`src/rtl/sram_port_arbiter_pkg.sv`:
```
`default_nettype none
// ============================================================================
//  Module      : sram_port_arbiter_pkg
//  Description : Shared types for the SRAM port arbiter: FSM state encoding,
//                port-owner encoding and default bus widths.
//  Revision    : 1.0 - initial release
// ============================================================================
package sram_port_arbiter_pkg;

    // Arbiter sequencing states; encodings are fixed so traces stay readable
    typedef enum logic [1:0] {
        S_IDLE   = 2'b00,
        S_SETUP  = 2'b01,
        S_ACCESS = 2'b11,
        S_DONE   = 2'b10
    } state_t;

    // Which requester currently owns the SRAM
    typedef enum logic {
        OWN_WR = 1'b0,
        OWN_RD = 1'b1
    } owner_t;

    localparam int C_ADDR_W_DEF = 19;
    localparam int C_DATA_W_DEF = 16;

endpackage : sram_port_arbiter_pkg
`default_nettype wire

```
`src/rtl/sram_arb_pick.sv`:
```
`default_nettype none
// ============================================================================
//  Module      : sram_arb_pick
//  Description : Combinational winner selection between the camera-write and
//                image-out read requesters. Macro SRAM_ARB_RR_EN selects
//                round-robin on conflict; otherwise the write side always wins.
//  Revision    : 1.0 - initial release
// ============================================================================
module sram_arb_pick
    import sram_port_arbiter_pkg::*;
(
    input  logic   i_wr_req,
    input  logic   i_rd_req,
    input  owner_t i_rr_ptr,
    output logic   o_valid,
    output owner_t o_owner
);

`ifdef SRAM_ARB_RR_EN
    // On conflict the pointer names the preferred side; a lone request wins
    always_comb begin
        o_valid = i_wr_req | i_rd_req;
        o_owner = OWN_WR;
        if (i_wr_req && i_rd_req) begin
            o_owner = i_rr_ptr;
        end else if (i_rd_req) begin
            o_owner = OWN_RD;
        end
    end
`else
    // Pointer is irrelevant under fixed priority
    logic w_unused_ptr;
    assign w_unused_ptr = i_rr_ptr;

    // Fixed priority: the camera must never stall, so write always wins
    always_comb begin
        o_valid = i_wr_req | i_rd_req;
        o_owner = i_wr_req ? OWN_WR : (i_rd_req ? OWN_RD : OWN_WR);
    end
`endif

endmodule : sram_arb_pick
`default_nettype wire

```
`src/rtl/sram_port_arbiter.sv`:
```
`default_nettype none
// ============================================================================
//  Module      : sram_port_arbiter
//  Description : Two-port arbiter sharing one asynchronous SRAM between a
//                camera write stream and an image-out read stream. Each
//                access is SETUP (1) + ACCESS (ACCESS_CYC) + DONE (1) cycles.
//                Macro SRAM_ARB_RR_EN enables round-robin on conflict.
//  Revision    : 1.0 - initial release
// ============================================================================
module sram_port_arbiter
    import sram_port_arbiter_pkg::*;
#(
    parameter int ADDR_W     = C_ADDR_W_DEF,
    parameter int DATA_W     = C_DATA_W_DEF,
    parameter int ACCESS_CYC = 2
)(
    input  logic              wclk,
    input  logic              rst,
    input  logic              enable,
    input  logic              wr_req,
    input  logic [ADDR_W-1:0] wr_addr,
    input  logic [DATA_W-1:0] wr_data,
    output logic              wr_ack,
    input  logic              rd_req,
    input  logic [ADDR_W-1:0] rd_addr,
    output logic              rd_ack,
    output logic [DATA_W-1:0] rd_data,
    output logic              selec_sram,
    output logic              write_sram,
    output logic              read_sram,
    output logic [ADDR_W-1:0] addr_sram,
    output logic [DATA_W-1:0] dout_sram,
    input  logic [DATA_W-1:0] din_sram,
    output logic              busy
);

    // Last value of the strobe counter inside S_ACCESS
    localparam logic [3:0] c_last_cnt = 4'(ACCESS_CYC - 1);

    state_t              r_state;
    state_t              w_state_nxt;
    owner_t              r_owner;
    owner_t              r_rr_ptr;
    logic [ADDR_W-1:0]   r_addr;
    logic [DATA_W-1:0]   r_data;
    logic [DATA_W-1:0]   r_rd_data;
    logic [3:0]          r_cnt;
    logic                w_grant;
    logic                w_last;
    logic                w_pick_valid;
    owner_t              w_pick_owner;

    sram_arb_pick u_pick (
        .i_wr_req (wr_req),
        .i_rd_req (rd_req),
        .i_rr_ptr (r_rr_ptr),
        .o_valid  (w_pick_valid),
        .o_owner  (w_pick_owner)
    );

    assign w_last    = (r_cnt == c_last_cnt);
    assign busy      = (r_state != S_IDLE);
    assign addr_sram = r_addr;
    assign dout_sram = r_data;
    assign rd_data   = r_rd_data;

    // State register; reset aborts any access in flight without an ack
    always_ff @(posedge wclk or posedge rst) begin
        if (rst) begin
            r_state <= S_IDLE;
        end else begin
            r_state <= w_state_nxt;
        end
    end

    // Next-state and Moore-style SRAM control / ack decode
    always_comb begin
        w_state_nxt = r_state;
        w_grant     = 1'b0;
        selec_sram  = 1'b0;
        write_sram  = 1'b0;
        read_sram   = 1'b0;
        wr_ack      = 1'b0;
        rd_ack      = 1'b0;
        case (r_state)
            S_IDLE: begin
                if (enable && w_pick_valid) begin
                    w_grant     = 1'b1;
                    w_state_nxt = S_SETUP;
                end
            end
            S_SETUP: begin
                selec_sram  = 1'b1;
                w_state_nxt = S_ACCESS;
            end
            S_ACCESS: begin
                selec_sram = 1'b1;
                write_sram = (r_owner == OWN_WR);
                read_sram  = (r_owner == OWN_RD);
                if (w_last) begin
                    w_state_nxt = S_DONE;
                end
            end
            S_DONE: begin
                wr_ack      = (r_owner == OWN_WR);
                rd_ack      = (r_owner == OWN_RD);
                w_state_nxt = S_IDLE;
            end
            default: begin
                w_state_nxt = S_IDLE;
            end
        endcase
    end

    // Grant latch, strobe counter, read capture and round-robin pointer
    always_ff @(posedge wclk or posedge rst) begin
        if (rst) begin
            r_owner   <= OWN_WR;
            r_rr_ptr  <= OWN_WR;
            r_addr    <= '0;
            r_data    <= '0;
            r_rd_data <= '0;
            r_cnt     <= '0;
        end else begin
            if (w_grant) begin
                // Requester inputs are snapshotted here and ignored afterwards
                r_owner  <= w_pick_owner;
                r_addr   <= (w_pick_owner == OWN_WR) ? wr_addr : rd_addr;
                r_data   <= wr_data;
                r_rr_ptr <= (w_pick_owner == OWN_WR) ? OWN_RD : OWN_WR;
            end
            if (r_state == S_SETUP) begin
                r_cnt <= '0;
            end else if (r_state == S_ACCESS) begin
                r_cnt <= r_cnt + 4'd1;
                if (w_last && (r_owner == OWN_RD)) begin
                    r_rd_data <= din_sram;
                end
            end
        end
    end

endmodule : sram_port_arbiter
`default_nettype wire

```
`config.mk`:
```
export PLATFORM = sky130hd
export DESIGN_NAME = sram_port_arbiter
export DESIGN_NICKNAME = d
export VERILOG_FILES = /design/src/rtl/sram_port_arbiter_pkg.sv /design/src/rtl/sram_arb_pick.sv /design/src/rtl/sram_port_arbiter.sv
export SDC_FILE = /design/constraint.sdc
export NUM_CORES = 1
export LEC_CHECK = 0
export CELL_PAD_IN_SITES_DETAIL_PLACEMENT = 0
export CELL_PAD_IN_SITES_GLOBAL_PLACEMENT = 2
export CORE_MARGIN = 4
export CORE_UTILIZATION = 23
export DETAILED_ROUTE_END_ITERATION = 12
export PLACE_DENSITY = 0.88
export SETUP_SLACK_MARGIN = 0.2
export SYNTH_ARGS = -nofsm -noshare
export SYNTH_HDL_FRONTEND = slang
export SYNTH_SLANG_ARGS = --single-unit
```
`constraint.sdc`:
```
create_clock -name wclk -period 1.9 [get_ports wclk]
set_input_delay 0.57 -clock wclk [delete_from_list [all_inputs] [get_ports wclk]]
set_output_delay 0.57 -clock wclk [all_outputs]
set_load 0.05 [all_outputs]
```
-- Word-level counts from Yosys, hierarchy flattened
Index checks and enable logic that the tools add are counted.
- reduce and logical (&&, ||, !) cells: 8
- order comparisons: 0
- shift operators: 0
- div/mod/pow operators: 0
- $mul: 0
- bitwise gates (word level): 3
- add/subtract/negate cells: 1
- mux-type cells: 15
- equal/unequal tests: 6
- operator list (kind ; number):
    $mux 19 ; 1
    $mux 1 ; 9
    $mux 4 ; 2
    $pmux 2 s4 ; 1
    $add 4x1->4 const B ; 1
    $eq 2x2->1 const B ; 2
    $eq 4x1->1 const B ; 1
    $mux 2 ; 2
    $ne 2x2->1 const B ; 2
    $reduce_bool 2->1 ; 2
    $reduce_and 3->1 ; 1
    $eq 2x1->1 const B ; 1
    $logic_and 1x1->1 ; 2
    $logic_not 2->1 ; 1
    $not 1->1 ; 2
    $reduce_and 2->1 ; 1
    $reduce_or 2->1 ; 1
    $or 1x1->1 ; 1
- output and inout port bits: 57
- bits in read-only memories: 0
- bits of input ports: 75
- bits in latches: 0
- RAM bits: 0
- memories kept: 0
- flip-flop bits (word level): 58

-- Longest topological paths before layout
Gate-level depths: netlist of run 1.
- depth after elaboration: 4
- gate-level depth with buffers: 7

-- Modules after synthesis
Synthesis of run 1 repeated with hierarchy kept, for this count alone.
- cells, all modules: 193
- area, all modules: 2546.2 um^2
- by module, submodules not included (module ; instances ; area an instance (um^2) ; cells an instance):
    sram_port_arbiter ; 1 ; 2533.7 ; 191
    sram_arb_pick ; 1 ; 12.5 ; 2

-- Worst setup path after synthesis of run 1
Ideal clock, no wire load.
- path type: register -> output
- start point: reg r_state[0]
- end point: out write_sram
- buffers on the path: 1
- data required time: 1330 ps
- arrival: 1907 ps
- path slack: -577 ps
- cell stages (with the launch flop): 4
- cells stage by stage: dfrtp_1 -> clkbuf_1 -> inv_1 -> nor3b_1
- word-level cells in the longest chain between the ends: 2
- RTL lines (item ; line ; RTL):
    start, declared ; sram_port_arbiter.sv:40 ; state_t r_state;
    start signal, assigned ; sram_port_arbiter.sv:72 ; r_state <= w_state_nxt;
    $eq 2x2->1 ; sram_port_arbiter.sv:85 ; case (r_state)
    $mux 1 ; sram_port_arbiter.sv:85 ;
    end, declared ; sram_port_arbiter.sv:29 ; output logic write_sram,
No other way between the ends.

-- Worst setup path after layout of run 1
- start point: reg r_state[0]
- end point: out wr_ack
- word-level cells in the longest chain between the ends: 2
- RTL lines (item ; line ; RTL):
    $eq 2x2->1 ; sram_port_arbiter.sv:85 ;
    $mux 1 ; sram_port_arbiter.sv:85 ;
    end, declared ; sram_port_arbiter.sv:23 ; output logic wr_ack,
No other way between the ends.

==> metrics.csv, run 1 <==
metric;value;unit
grt_pass1_wl;10200;um
vdd_drop_max;0.848;mV
top_layer;met4;
dr_total_vias;1891;
area_delta_synth_final;75.6;%
io_buffers;131;
first_iter_violations;42;
critPathRequiredTime;1.33;ns
dr.pass1.iters;4;
whs;0.502;ns
cts_root_buf;clkbuf_16;
hold_path.class;reg2reg;
cts_buffers;9;
cts_hold_buf;0;
netlist_area;2600;sq um
hpwl;4990;um
cp-end-kind;output pin;
clock_skew;0.00439;ns
wl_met3;658;um
powerDensity;1840;nW/um^2
wl_met2;3240;um
netlist_top_cells_count;mux2_2, dfrtp_1, mux2_4;
max_slew_margin;0.726;
antenna_found_initial;0;
cts-htree-levels;3;
clock-sinks;58;
tritoncts;yes;
clk_latency;0.32;ns
viasPerCell;4.05;
hold_viol;0;
cp_max_fo;3;
tightest_slew;0.410;ns
fin_ws;0.0941;ns
synth_edf_count;0;
initial_core_util;0.238;
nFillCells;1039;
met1Wirelength;2630;um
tns;0;ns
reg2reg_slack;0.10;ns
synth_top_flop_cell;dfrtp_1;
fin_cells;467;
die_area;13100;sq um
synth.most_common_cell;mux2_2;
syn_area_per_cell;15.4;sq um
gr-total-overflow;0;
ys_seq_area_frac;0.559;
drive_above_1_share;0.547;
routed_wl;6580;um
yosysWarnings;0;
min_period;1.81;ns
synth_nets;246;
ys_ff_latch;58;
drc;0;
grtUsageTotal;0.0993;
die_h;114;um
ant_nets;0;
die_w;114;um
synth_cell_types;26;
place.gp.congestion;0.765;
synthArstFlopShare;1.00;
routedWlPerCell;14.1;um
p_leak;2.00;nW
arrival;1.24;ns
fin_nets;399;
finalSetupViolCount;0;
grt_pass1_vias;2083;
fmax;554;MHz
place_ws;-0.290;ns
antenna_cells;0;
grt_max_degree;24;
syn_inst;169;
yosys.area.top_type;dfrtp_1;
cap_viol_max_count;0;
clk_pin_slew_worst_paths;0.05;ns
outcome;complete, no violations;
crit_type;reg2out;
finalCritPeriodShare;0.950;
synthTopCellsByArea;dfrtp_1, mux2_2, mux2_4, buf_8, ha_1;
power;8.40;mW
grt_setup_unrepaired;yes;
pin_count;132;
yosysTopAreaCellShare;0.559;
cts_max_path_buffers;2;
place_inst;441;
num_rows;38;
slew_violations;0;
core;10900;sq um
startpoint_type;flop;
==> where the power goes <==
group	leakage [nW]	internal, mW	switching, mW
clock	0.145	1.08	0.535
sequential	0.711	1.81	0.363
combinational	1.15	1.88	2.72
total	2.00	4.78	3.62
==> stage by stage <==
step,cell area [sq um],util
floorplan,2620,-
global placement,4090,0.374
detailed placement,4090,0.374
CTS,4490,0.411
global route,4560,0.417
finish,4560,0.417
==> area by class of cell <==
cell class,instances,area (sq um),area share
clock inverter,4,50.0,0.0110
tap,140,175,0.0384
inverter,4,18.8,0.00412
multi-input combinational,96,1080,0.237
clock buffer,12,256,0.0562
sequential,58,1450,0.319
timing repair buffer,153,1530,0.334
==> registers in the layout (all words and copies together) (netlist names) <==
register,flops
r_cnt,4
addr_sram,19
rd_data,16
r_owner,1
r_state,2
dout_sram,16
==> worst paths after layout <==
check	start	to	cells past startpoint
worst max-delay path	r_state[0]$_DFFE_PP0P_	wr_ack	3
worst min-delay path	dout_sram[5]$_DFFE_PP0P_	dout_sram[5]$_DFFE_PP0P_	1
worst max register to register	r_cnt[1]$_DFFE_PP0P_	rd_data[6]$_DFFE_PP0P_	6
worst min register to register	dout_sram[5]$_DFFE_PP0P_	dout_sram[5]$_DFFE_PP0P_	1
max in group asynchronous	rst	r_state[1]$_DFFE_PP0P_	3
min in group asynchronous	rst	rd_data[3]$_DFFE_PP0P_	2
==> worst max-delay path, stage by stage, from the launching register on <==
cell     delay, ns
dfrtp_1       0.42
buf_6         0.14
nor3b_4       0.20
buf_12        0.16
==> cell families (layout without fill, tap and decap cells) <==
| family | Yosys count | after routing | synth area share |
|---|---|---|---|
| flops | 58 | 58 | 0.559 |
| compound gates | 6 | 6 | 0.0164 |
| fa+ha+maj | 2 | 2 | 0.00963 |
| mux | 72 | 72 | 0.326 |
| buf+inv | 15 | 173 | 0.0472 |
| simple gates | 16 | 16 | 0.0419 |
==> placed cells by master (no fill, tap or decap), types with 2 or more instances in the layout <==
cell type / instances
mux2_2: 53
nor3b_4: 2
dfrtp_2: 2
inv_2: 2
clkbuf_16: 10
nand3_1: 3
nand2_1: 4
ha_1: 2
buf_12: 11
dfrtp_1: 56
buf_4: 63
clkbuf_8: 2
mux2_4: 17
clkdlybuf4s50_1: 71
clkinvlp_4: 3
dlygate4sd2_1: 3
buf_6: 2
==> routing by layer <==
metal  vias up  GRT usage
met2        88      0.168
li1        904          -
met4         0     0.0182
met5         -          0
met1       893      0.112
met3         6     0.0539
==> what timing repair did <==
| action | in CTS | in global routing |
|---|---|---|
| setup endpoints to repair | 57 | 27 |
| endpoints found under the hold margin | 0 | 0 |
| gates resized for setup | 13 | 8 |
| gates cloned | 1 | 1 |
| pin swaps | 2 | 1 |
| setup buffers | 5 | 3 |
Note: power is estimated with default switching activity, not from simulation.
==> run 2, diff against run 1 <==
--- a/config.mk
+++ b/config.mk
@@ -10,7 +10,7 @@
 export CORE_MARGIN = 4
 export CORE_UTILIZATION = 23
 export DETAILED_ROUTE_END_ITERATION = 12
-export PLACE_DENSITY = 0.88
+export PLACE_DENSITY = 0.76
 export SETUP_SLACK_MARGIN = 0.2
 export SYNTH_ARGS = -nofsm -noshare
 export SYNTH_HDL_FRONTEND = slang
==> metrics.csv, run 2 (synthesis results as in run 1) <==
metric;value;unit;change
area_delta_synth_final;90.2;%;
p_leak;2.22;nW;+11%
switchingPower;3.77;mW;+4.1%
max_slew_margin;0.784;;+0.0581
final_common_cell;clkdlybuf4s50_1;;
viasPerCell;4.20;;+3.7%
hold_path.class;reg2reg;;
clock_skew;0.00619;ns;+0.00180 ns
routedWlPerCell;16.6;um;+18%
min_period;1.79;ns;-0.0172 ns
clk_pin_slew_worst_paths;0.05;ns;about the same
nFillCells;1022;;-1.6%
p_int;5.22;mW;+9.3%
cts_max_path_buffers;2;;unchanged
cts-htree-levels;3;;unchanged
powerDensity;1820;nW/um^2;-1.1%
die_w;114;um;unchanged
grtUsageTotal;0.120;;+0.0209
tritoncts;yes;;
slew_violations;0;;unchanged
tightest_slew;0.324;ns;-0.0862 ns
grt_pass1_wl;12100;um;+19%
finalCritPeriodShare;0.941;;-0.00907
critPathRequiredTime;2.10;ns;+0.77 ns
drive_above_1_share;0.567;;+0.0198
cts_buffers;9;;unchanged
arrival;1.98;ns;+0.74 ns
first_iter_violations;61;;+45%
clk_latency;0.32;ns;about the same
switching_share;0.419;;-0.0119
hpwl;5040;um;+1.0%
initial_core_util;0.238;;unchanged
finalSetupViolCount;0;;unchanged
cts_root_buf;clkbuf_16;;
vdd_drop_max;0.909;mV;+7.2%
largest_reg_flops;19;;unchanged
hold_viol;0;;unchanged
pwr-share-comb;0.578;;+0.030
fin_nets;409;;+2.5%
grt_max_degree;34;;+42%
dr.pass1.iters;4;;unchanged
gr-total-overflow;0;;unchanged
cp_max_fo;5;;+2
startpoint_type;flop;;
crit_type;reg2reg;;
seqPwrFrac;0.245;;-0.014
drc;0;;unchanged
ant_nets;0;;unchanged
cp-end-kind;flop;;
die_area;13100;sq um;unchanged
num_rows;38;;unchanged
pin_count;132;;unchanged
r2r_cells;8;;+2
routed_wl;7870;um;+20%
antenna_cells;0;;unchanged
dr_total_vias;1995;;+5.5%
place.gp.congestion;0.704;;-7.9%
core;10900;sq um;unchanged
final_cell_mix;clkdlybuf4s50_1, buf_4, dfrtp_1;;
outcome;complete, no violations;;
cap_viol_max_count;0;;unchanged
grt_setup_unrepaired;yes;;
fmax;559;MHz;+0.96%
grt_pass1_vias;2264;;+8.7%
whs;0.508;ns;+0.00518 ns
die_h;114;um;unchanged
antenna_found_initial;0;;unchanged
clock-sinks;58;;unchanged
io_buffers;131;;unchanged
whs_path_depth;1;;unchanged
place_inst;439;;-0.45%
fin_cells;475;;+1.7%
pwr-share-clk;0.177;;-0.016
## run 2: changes by cell type in the layout (fill, tap and decap cells not counted), moves of 2 or more
cell,before,now
clkinvlp_4,3,1
buf_4,63,61
buf_12,11,16
dlygate4sd2_1,3,1
mux2_2,53,19
mux2_4,17,52
buf_16,0,7
## run 2: cell type report
cell class	count	area (sq um)	area share
clock inverters	3	40.0	0.00810
clock buffers	11	253	0.0512
multi-input cells	96	1220	0.247
flip-flops and latches	58	1450	0.294
well taps	140	175	0.0355
repair buffers	163	1780	0.360
inverters	4	18.8	0.00380
## run 2: repair_timing
item / 4_1_cts / 5_1_grt
gates cloned: 7 / 1
gates resized for setup: 51 / 19
hold buffers: 0 / 0
buffers inserted: 11 / 3
pin swaps: 4 / 3
endpoints found under the setup margin: 57 / 58
## run 2: power by group through the flow
stage	Sequential, mW	Clock [mW]	Combinational (mW)
floorplan	3.88	0	1.24
finish	2.21	1.59	5.20
global route	2.29	1.70	5.41
detailed placement	2.18	0	4.43
global placement	2.17	0	4.38
CTS	2.19	1.65	5.10
## run 2: path summary, 6_finish.rpt
kind | start | endpoint | slack [ns]
max | r_state[0]$_DFFE_PP0P_ | addr_sram[2]$_DFFE_PP0P_ | 0.11
min | dout_sram[7]$_DFFE_PP0P_ | dout_sram[7]$_DFFE_PP0P_ | 0.51
max reg2reg | r_state[0]$_DFFE_PP0P_ | addr_sram[2]$_DFFE_PP0P_ | 0.11
min reg2reg | dout_sram[7]$_DFFE_PP0P_ | dout_sram[7]$_DFFE_PP0P_ | 0.51
max in group asynchronous | rst | dout_sram[9]$_DFFE_PP0P_ | 0.93
min in group asynchronous | rst | rd_data[14]$_DFFE_PP0P_ | 0.66
## run 2: per-layer routing
| layer | part of all wire | global-route usage |
|---|---|---|
| met1 | 0.40 | 0.142 |
| met2 | 0.50 | 0.201 |
| met3 | 0.092 | 0.0507 |
| met4 | 0.0072 | 0.0309 |
| met5 | 0 | 0 |
## run 2: worst max-delay path: stages (launching register included)
cell and delay (ns):
dfrtp_2 0.45, or2_4 0.29, nor2_4 0.10, buf_12 0.11, buf_12 0.10, buf_12 0.10, buf_12 0.09, buf_16 0.12
mux2_4 0.30
## run 2: stage by stage
step / instance area [sq um] / setup slack (ns) / power [mW] / util / TNS, ns
5_1_grt: 4940 / 0.0572 / 9.41 / 0.452 / 0
3_3_place_gp: 4060 / -0.256 / 6.55 / 0.371 / -8.99
4_1_cts: 4830 / 0.112 / 8.94 / 0.441 / 0
2_1_floorplan: 2620 / 0.0439 / 5.12 / - / 0
3_5_place_dp: 4060 / -0.272 / 6.61 / 0.371 / -9.01
6_report: 4940 / 0.111 / 8.99 / 0.452 / 0
==> run 3, diff against run 2 <==
--- a/config.mk
+++ b/config.mk
@@ -9,9 +9,11 @@
 export CELL_PAD_IN_SITES_GLOBAL_PLACEMENT = 2
 export CORE_MARGIN = 4
 export CORE_UTILIZATION = 23
+export CTS_CLUSTER_SIZE = 20
 export DETAILED_ROUTE_END_ITERATION = 12
-export PLACE_DENSITY = 0.76
+export PLACE_DENSITY_LB_ADDON = 0.1
 export SETUP_SLACK_MARGIN = 0.2
 export SYNTH_ARGS = -nofsm -noshare
 export SYNTH_HDL_FRONTEND = slang
 export SYNTH_SLANG_ARGS = --single-unit
+export TNS_END_PERCENT = 50
==> metrics.csv, run 3 (synthesis results as in run 1) <==
metric;value;unit;change
rr_endpoint;rd_data[12]$_DFFE_PP0P_;;
seqPwrFrac;0.244;;about the same
area_delta_synth_final;88.1;%;
antenna_cells;0;;unchanged
min_period;1.81;ns;+0.0195 ns
grt_setup_unrepaired;yes;;
pwr-share-clk;0.192;;+0.015
largest_reg_flops;19;;unchanged
cts_max_path_buffers;2;;unchanged
gr-total-overflow;0;;unchanged
dr_total_vias;1982;;-0.65%
hold_path.class;reg2reg;;
antenna_found_initial;0;;unchanged
clk_pin_slew_worst_paths;0.05;ns;about the same
placed_area;4060;sq um;about the same
die_h;114;um;unchanged
reg2reg_from;r_cnt[1]$_DFFE_PP0P_;;
switchingPower;3.76;mW;-0.18%
nFillCells;999;;-2.3%
critPathRequiredTime;2.10;ns;about the same
outcome;complete, no violations;;
reg2reg_slack;0.09;ns;-0.02 ns
p_int;5.20;mW;-0.52%
die_w;114;um;unchanged
final_common_cell;clkdlybuf4s50_1;;
drive_above_1_share;0.560;;-0.00669
hold-path-endpoint;rd_data[12]$_DFFE_PP0P_;;
powerDensity;1830;nW/um^2;+0.77%
die_area;13100;sq um;unchanged
drc;0;;unchanged
grtUsageTotal;0.126;;+0.00535
cts_buffers;9;;unchanged
r2r_cells;7;;-1
p_leak;2.18;nW;-2.0%
fin_nets;411;;+0.49%
min_from;rd_data[12]$_DFFE_PP0P_;;
core;10900;sq um;unchanged
viasPerCell;4.14;;-1.5%
first_iter_violations;42;;-31%
cap_viol_max_count;0;;unchanged
cts_root_buf;clkbuf_16;;
startpoint_type;flop;;
final_area;4880;sq um;-1.1%
switching_share;0.420;;+0.000822
cts-htree-levels;3;;unchanged
io_buffers;131;;unchanged
crit_type;reg2reg;;
whs_path_depth;1;;unchanged
routed_wl;7910;um;+0.52%
num_rows;38;;unchanged
clock-sinks;58;;unchanged
cp-end-kind;flop;;
clock_skew;0.00594;ns;-0.000247 ns
fin_ws;0.0918;ns;-0.0195 ns
routedWlPerCell;16.5;um;-0.32%
finalCoreUtilization;0.447;;-0.00515
grt_pass1_vias;2200;;-2.8%
hpwl;4990;um;-0.93%
hold_viol;0;;unchanged
pwr-share-comb;0.564;;-0.014
grt_pass1_wl;12300;um;+1.3%
tritoncts;yes;;
fmax;553;MHz;-1.1%
place.gp.congestion;0.729;;+3.5%
pin_count;132;;unchanged
initial_core_util;0.238;;unchanged
final_cell_mix;clkdlybuf4s50_1, buf_4, dfrtp_1;;
cp_max_fo;8;;+3
vdd_drop_max;0.919;mV;+1.1%
ant_nets;0;;unchanged
power;8.96;mW;-0.38%
place_ws;-0.260;ns;+0.0123 ns
finalSetupViolCount;0;;unchanged
dr.pass1.iters;4;;unchanged
slew_violations;0;;unchanged
arrival;2.01;ns;+0.03 ns
finalCritPeriodShare;0.952;;+0.0103
clk_latency;0.32;ns;about the same
max_slew_margin;0.741;;-0.0427
grt_max_degree;24;;-29%
tightest_slew;0.387;ns;+0.0633 ns
## run 3: changes by cell type in the layout (fill, tap and decap cells not counted), sizes merged
cell and change:
clkinvlp +1, bufinv +1, clkbuf -1, dlygate4sd2 +2, buf +2, clkdlybuf4s15 -1
## run 3: worst max-delay path, stage by stage, from the launching register on
cell,delay (ns)
dfrtp_1,0.37
inv_1,0.07
ha_1,0.14
or3b_4,0.40
nor2b_4,0.13
buf_4,0.12
buf_12,0.11
mux2_2,0.32
## run 3: per-layer routing
| metal | global-route usage | vias to the layer above | part of all wire |
|---|---|---|---|
| li1 | - | 935 | - |
| met1 | 0.148 | 956 | 0.42 |
| met2 | 0.209 | 86 | 0.49 |
| met3 | 0.0529 | 5 | 0.087 |
| met4 | 0.0356 | 0 | 0.0067 |
| met5 | 0 | - | 0 |
## run 3: repair_timing
action,4_1_cts,5_1_grt
pin swaps,3,2
gates resized for setup,40,6
cloned,8,0
endpoints found under the setup margin,58,58
hold buffers,0,0
setup buffers,13,4
## run 3: cell type report
type,instances,area (sq um),area share
Sequential cell,58,1450,0.298
Tap cell,140,175,0.0359
Multi-Input combinational cell,96,1130,0.232
Timing Repair Buffer,165,1780,0.365
Inverter,4,21.3,0.00435
Clock inverter,5,77.6,0.0159
Clock buffer,11,243,0.0497
## run 3: metrics by stage
stage / TNS (ns) / std cells / hold slack (ns)
floorplan: 0 / 169 / 0.509
global placement: -9.35 / 438 / 0.479
detailed placement: -8.71 / 438 / 0.482
CTS: 0 / 475 / 0.508
global route: 0 / 479 / 0.514
finish: 0 / 479 / 0.503
## run 3: power by group through the flow
stage	Clock, mW	Sequential (mW)	Combinational [mW]
after floorplan	0	3.88	1.24
after global placement	0	2.18	4.41
after detailed placement	0	2.17	4.43
after CTS	1.79	2.19	5.02
after global routing	1.86	2.27	5.25
final	1.72	2.19	5.05
## run 3: worst max path at each step
| stage | startpoint | end | slack [ns] | cells after the start |
|---|---|---|---|---|
| 2_1_floorplan | r_state[0]$_DFFE_PP0P_ | write_sram | 0.04 | 3 |
| 3_3_place_gp | wr_req | addr_sram[9]$_DFFE_PP0P_ | -0.26 | 6 |
| 3_5_place_dp | rd_req | addr_sram[5]$_DFFE_PP0P_ | -0.26 | 5 |
| 4_1_cts | r_state[0]$_DFFE_PP0P_ | busy | 0.08 | 2 |
| 5_1_grt | r_cnt[1]$_DFFE_PP0P_ | rd_data[10]$_DFFE_PP0P_ | 0.01 | 7 |
| 6_report | r_cnt[1]$_DFFE_PP0P_ | rd_data[12]$_DFFE_PP0P_ | 0.09 | 7 |
